`config.mk`:
```
export PLATFORM = sky130hd
export DESIGN_NAME = ret_stoch_bit_counter
export DESIGN_NICKNAME = d
export VERILOG_FILES = /design/src/rtl/ret_stoch_bit_counter.sv
export SDC_FILE = /design/constraint.sdc
export NUM_CORES = 1
export LEC_CHECK = 0
export CORE_MARGIN = 3
export CORE_UTILIZATION = 45
export CTS_BUF_LIST = sky130_fd_sc_hd__clkbuf_4
export DETAILED_ROUTE_END_ITERATION = 10
export GPL_ROUTABILITY_DRIVEN = 1
export HOLD_SLACK_MARGIN = 0.03
export PLACE_DENSITY_LB_ADDON = 0.2
export SLEW_MARGIN = 20
export SYNTH_ARGS = -nofsm -noshare
export SYNTH_HDL_FRONTEND = slang
export SYNTH_SLANG_ARGS = --single-unit
```
`constraint.sdc`:
```
create_clock -name clk -period 3.7 [get_ports clk]
set_input_delay 0.925 -clock clk [delete_from_list [all_inputs] [get_ports clk]]
set_output_delay 0.925 -clock clk [all_outputs]
set_load 0.02 [all_outputs]
```
`src/rtl/ret_stoch_bit_counter.sv`:
```
// Early-terminating stochastic-to-binary converter.
// Counts the 1s of a unipolar bitstream, snapshots the running count each
// time the observed cycle count reaches a power of two, and reports the
// latest snapshot rescaled to WIDTH bits once counting has terminated.
module ret_stoch_bit_counter #(
   parameter int WIDTH = 8
) (
   input  logic             clk,
   input  logic             rst_n,
   input  logic             pz,
   input  logic             done,
   output logic [WIDTH-1:0] Bz,
   output logic             done_p2
);

   localparam int KW = $clog2(WIDTH + 1);

   logic [WIDTH:0]   ctr;
   logic [WIDTH:0]   ones;
   logic [WIDTH:0]   snap;
   logic [KW-1:0]    snap_k;
   logic             term;
   logic             term_d1;

   logic [WIDTH:0]   ctr_next;
   logic [WIDTH:0]   ones_next;
   logic             is_pow2;
   logic [KW-1:0]    k_next;
   logic [KW-1:0]    shamt;
   logic [2*WIDTH:0] scaled;
   logic [WIDTH-1:0] next_bz;

   // Next counter values and power-of-two detection on the incremented cycle count.
   always_comb begin
      ctr_next  = ctr + 1'b1;
      ones_next = ones + {{WIDTH{1'b0}}, pz};
      is_pow2   = 1'b0;
      k_next    = '0;
      for (int i = 0; i <= WIDTH; i++) begin
         if (ctr_next == ((WIDTH + 1)'(1) << i)) begin
            is_pow2 = 1'b1;
            k_next  = KW'(i);
         end
      end
   end

   // Rescale the snapshot to full precision; snap can equal 2^k, so saturate.
   always_comb begin
      shamt  = KW'(WIDTH) - snap_k;
      scaled = {{WIDTH{1'b0}}, snap} << shamt;
      if (ctr == '0) begin
         next_bz = '0;
      end else if (|scaled[2*WIDTH:WIDTH]) begin
         next_bz = '1;
      end else begin
         next_bz = scaled[WIDTH-1:0];
      end
   end

   // Counting, snapshot, sticky termination and the two-stage completion pipeline.
   always_ff @(posedge clk) begin
      if (!rst_n) begin
         ctr     <= '0;
         ones    <= '0;
         snap    <= '0;
         snap_k  <= '0;
         term    <= 1'b0;
         term_d1 <= 1'b0;
         done_p2 <= 1'b0;
         Bz      <= '0;
      end else begin
         if (!term) begin
            if (done) begin
               // Early stop: the pz sampled on this edge is deliberately dropped.
               term <= 1'b1;
            end else begin
               ctr  <= ctr_next;
               ones <= ones_next;
               if (is_pow2) begin
                  snap   <= ones_next;
                  snap_k <= k_next;
               end
               if (ctr_next[WIDTH]) begin
                  term <= 1'b1;
               end
            end
         end
         term_d1 <= term;
         done_p2 <= done_p2 | term_d1;
         // The edge after term sets loads the final estimate; later edges hold it.
         if (!term_d1) begin
            Bz <= next_bz;
         end
      end
   end

endmodule

```
After elaboration in Yosys (flattened, before gate mapping)
Cells that the tools add are included.
- add/subtract/negate cells: 3
- eq/ne operators: 9
- shift operators: 1
- mux-type cells: 22
- bitwise operators: 3
- reduce and logical (&&, ||, !) cells: 4
- operators by type and width (kind ; number):
    $mux W4 ; 7
    $shl A9 B4 Y17 ; 1
    $mux W8 ; 2
    $mux W1 ; 13
    $add A9 B1 Y9 ; 1
    $add A9 B1 Y9 const B ; 1
    $eq A9 B1 Y1 const B ; 1
    $eq A9 B2 Y1 const B ; 1
    $eq A9 B3 Y1 const B ; 1
    $eq A9 B4 Y1 const B ; 1
    $eq A9 B5 Y1 const B ; 1
    $eq A9 B6 Y1 const B ; 1
    $eq A9 B7 Y1 const B ; 1
    $eq A9 B8 Y1 const B ; 1
    $eq A9 B9 Y1 const B ; 1
    $logic_not A9 Y1 ; 1
    $reduce_or A9 Y1 ; 1
    $sub A4 B4 Y4 const A ; 1
    $reduce_and A3 Y1 ; 1
    $not A1 Y1 ; 2
    $reduce_and A2 Y1 ; 1
    $or A1 B1 Y1 ; 1
- bits in registers: 42
- bits of input ports: 4
- output and inout port bits: 9
- logic and storage cells: 50

Depth between registers and ports, before layout
- depth after elaboration: 12
- depth in mapped cells: 11
- gate-level depth less buffers: 8

Least setup slack after synthesis
Ideal clock, no wire load.
- path type: register to register
- from: reg snap_k[0]
- to: reg Bz[1]
- library setup time: 0.117 ns
- arrival: 2.934 ns
- required time: 3.583 ns
- path slack: 0.649 ns
- cell stages (with the launch flop): 11
- buffers on the path: 2
- clock period less this slack: 3.051 ns
- path through: dfxtp_1 > clkbuf_1 > inv_1 > ha_1 > buf_6 > mux4_2 > o41a_1 > or4_4 > a21oi_4 > o32ai_1 > a22o_1
- longest elaborated chain between the ends: 5
- RTL lines (element ; RTL line ; text):
    start: declaration ; 21 ; logic [KW-1:0] snap_k;
    start signal: assignment ; 81 ; snap_k <= k_next;
    $sub A4 B4 Y4 * ; 49 ; shamt = KW'(WIDTH) - snap_k;
    $shl A9 B4 Y17 * ; 50 ; scaled = {{WIDTH{1'b0}}, snap} << shamt;
    $reduce_or A9 Y1 ; 53 ; end else if (|scaled[2*WIDTH:WIDTH]) begin
    $mux W8 * ; 53 ;
    $mux W8 * ; 51 ; if (ctr == '0) begin
    end signal: assignment ; 92 ; Bz <= next_bz;
    end: declaration ; 12 ; output logic [WIDTH-1:0] Bz,
Mark *: on every way between the ends. The rest lies on a longest branch, timed or not.
A chain may end at the register's enable or synchronous reset.

Worst setup path in the final report
- from: reg ctr[1]
- to: reg snap[1]
- longest elaborated chain between the ends: 12
- elaborated cells on any way between the ends: 20
- classes of those cells: add/sub (1); eq/ne (9); mux (9); reduce/logical (1)
- RTL lines (element ; RTL line ; text):
    start: declaration ; 18 ; logic [WIDTH:0] ctr;
    start signal: assignment ; 77 ; ctr <= ctr_next;
    $add A9 B1 Y9 * ; 35 ; ctr_next = ctr + 1'b1;
    $eq A9 B1 Y1 ; 40 ; if (ctr_next == ((WIDTH + 1)'(1) << i)) begin
    $mux W1 (8 in series) ; 40 ;
    $mux W1 * ; 40 ;
    $reduce_and A3 Y1 (no source line) * ; -- ;
    end signal: assignment ; 80 ; snap <= ones_next;
    end: declaration ; 20 ; logic [WIDTH:0] snap;
Marked as above.

==> impl_metrics.ini <==
[run_status]
status = complete, no violations

[finish]
final_common_cell = dfxtp_1
diodes = 0
area.growth.synth_to_final_pct = 6.989
drive_gt1_share_pct = 10.26
fin_area_um2 = 3045
mostFrequentLayoutCells = 42 x dfxtp_1, 40 x nand2_1, 30 x nor2_1, 13 x xnor2_1
nets = 350

[place]
place_area_um2 = 2987
io_buffer_count = 12
place_ws_ns = 0.5145
dp_hpwl_mm = 4.473
place.gp.congestion = 0.9174

[sta]
setup-violations-final = 0
post-route-period-util_pct = 88.46
worst_slack_ns = 0.4269
maxSlewViolCount = 0
skew_ns = 0.008552
max_freq_ghz = 0.3055
setup_tns_ns = 0
worst_pin_slew_ns = 0.7625
rsz0062_at_grt = false
hold_viol = 0
period_minus_slack_ns = 3.273
slew_headroom_pct = 49.11

[global_routing]
antenna_found_initial = 0
grt.total_usage_pct = 18.15
grt_max_degree = 24
grt_pass1_vias = 2316
grt_pass1_wl_mm = 11.02
grt_overflow = 0

[synthesis]
synth-xor-area-share_pct = 7.385
ys_types = 61
syn-mean-instance-area_um2 = 8.323
synth_compound_area_share_pct = 24.13
synthSimpleGateAreaFrac_pct = 22.51
synthAdderAreaFrac_pct = 2.637
synth_edf_count = 0
yosysWarningCount = 0
synthMuxAreaShare_pct = 8.571
yosysSeqAreaShare_pct = 29.54
synth_top_family_by_area = compound AO/OA/AOI/OAI gates
syn-instance-count = 342
ys_seq_elements = 42
synthArstFlopShare_pct = 0
syn-num-nets = 352
synth_area_um2 = 2846
synth_ff_type = dfxtp_1

[floorplan]
die_width_um = 85.54
die_y_um = 85.54
core_um2 = 6026
rows = 28
io_pins = 13
start_util_pct = 47.24
dieArea_um2 = 7316

[min_path]
hold_end = ones[0]
hold_path_depth = 2
worstHoldPathType = flop to flop
min_from = ones[0]

[critical_path]
cp_max_fo = 13
critPathKind = flop to flop
crit_chain = ha_1 > nand3_1 > o21ai_0 > nand2_1 > or4_1 > a31oi_4 > mux2i_1
critPathCaptureType = flop
timing.rr.start = ctr[1]
r2r_cells = 7
cp.required_ns = 4.01
cp.arrival_ns = 3.59
max_stage_delay_ns = 0.61
worstReg2RegEnd = snap[1]
cp_slowest_cell = or4_1
startpoint_type = flop
r2r_setup_slack_ns = 0.43

[run]
max_cap_violations = 0

[routing]
via_per_inst = 6.058
drt_iter0_drc = 172
routed_wl_mm = 6.274
firstDrtPassIters = 4
vias = 2520
wire_per_inst_um = 15.08
ant_nets = 0
drc = 0

[cts]
cts_max_path_buffers = 2
clkTransAtPathRegs_ns = 0.13
post_cts_resized = 0
cts_made_buffers = 5
htreeDepth = 2
cts_hold_buf = 0
clk_latency_ns = 0.37
cts_root_buf = clkbuf_4
postCtsSetupBuffers = 0
cts_tree = yes
numClockSinks = 42

[pwr]
power_density_nw_per_um2 = 319.3
power_mw = 0.9725
p_leak_nw = 1.094
vdd_drop_max_uv = 157.9
## worst max-delay path: cells and delay by family (launching register included)
| kind | cells | cell delay, ns |
|---|---|---|
| AOI/OAI and AO/OA | 2 | 0.75 |
| adders and majority gates | 1 | 0.46 |
| DFF | 1 | 0.58 |
| muxes | 1 | 0.21 |
| and+or+nand+nor | 3 | 1.21 |
## state kept, by name, indices dropped and copies added, names as in the netlist
signal,flops
ctr,9
ones,9
snap,9
Bz,8
snap_k,4
done_p2,1
term,1
term_d1,1
## metrics by stage
step | instances | util [%] | hold slack (ns)
2_1_floorplan | 342 | - | 0.4400
3_3_place_gp | 408 | 49.56 | 0.4484
3_5_place_dp | 408 | 49.56 | 0.4546
4_1_cts | 416 | 50.54 | 0.4739
5_1_grt | 416 | 50.54 | 0.4797
6_report | 416 | 50.54 | 0.4727
## cells in the mapped netlist, drive strengths merged (6+ instances only)
library cell	instances	share of area (%)
dfxtp	42	30
nand2	40	5.3
nor2	30	4.0
clkbuf	15	2.0
o21ai	14	2.5
xnor2	13	4.0
buf	12	2.2
mux2i	12	4.2
nor3	12	2.1
a21oi	11	2.3
xor2	11	3.4
nand4	9	2.2
a22o	8	2.5
inv	8	1.1
nand3	7	1.2
ha	6	2.6
nor4	6	1.5
## layout make-up
| type | instances | area [um2] |
|---|---|---|
| clock buffers | 5 | 37.54 |
| multi-input cells | 265 | 1857 |
| inverters | 8 | 30.03 |
| fillers | 595 | 2980 |
| repair buffers | 18 | 165.2 |
| clock inverters | 3 | 21.27 |
| flip-flops and latches | 42 | 840.8 |
| well taps | 75 | 93.84 |
## kinds of logic (layout without fill, tap and decap cells)
logic type                 count (synthesis)  count (layout)
AOI/OAI and AO/OA                         87              87
xor gates and xnor gates                  24              24
adders and majority gates                  6               6
buffers and inverters                     35              34
DFF                                       42              42
muxes                                     19              19
and+or+nand+nor                          129             129
## how the worst max path moves through the flow
| stage | startpoint | endpoint | depth (start not counted) | slack [ns] |
|---|---|---|---|---|
| 6_report | ctr[1] | snap[1] | 7 | 0.43 |
| 5_1_grt | ctr[1] | snap[3] | 7 | 0.17 |
| 4_1_cts | ctr[1] | snap[1] | 7 | 0.47 |
| 3_5_place_dp | ctr[1] | snap[1] | 7 | 0.51 |
| 3_3_place_gp | ctr[1] | snap[0] | 7 | 0.62 |
| 2_1_floorplan | snap_k[0] | Bz[1] | 10 | 0.65 |
## power by group
| part | internal (mW) | switching [mW] | leakage [nW] |
|---|---|---|---|
| Sequential | 0.477 | 0.0204 | 0.341 |
| Combinational | 0.112 | 0.126 | 0.722 |
| Clock | 0.0739 | 0.164 | 0.0312 |
| Total | 0.662 | 0.310 | 1.09 |
## layer usage
layer,vias to the layer above,part of all wire (%),GRT usage (%)
li1,1262,-,-
met1,1186,48,25.25
met2,63,45,28.46
met3,9,5.3,3.266
met4,0,1.6,6.043
met5,-,0,0
Note: power is estimated with default switching activity, not from simulation.
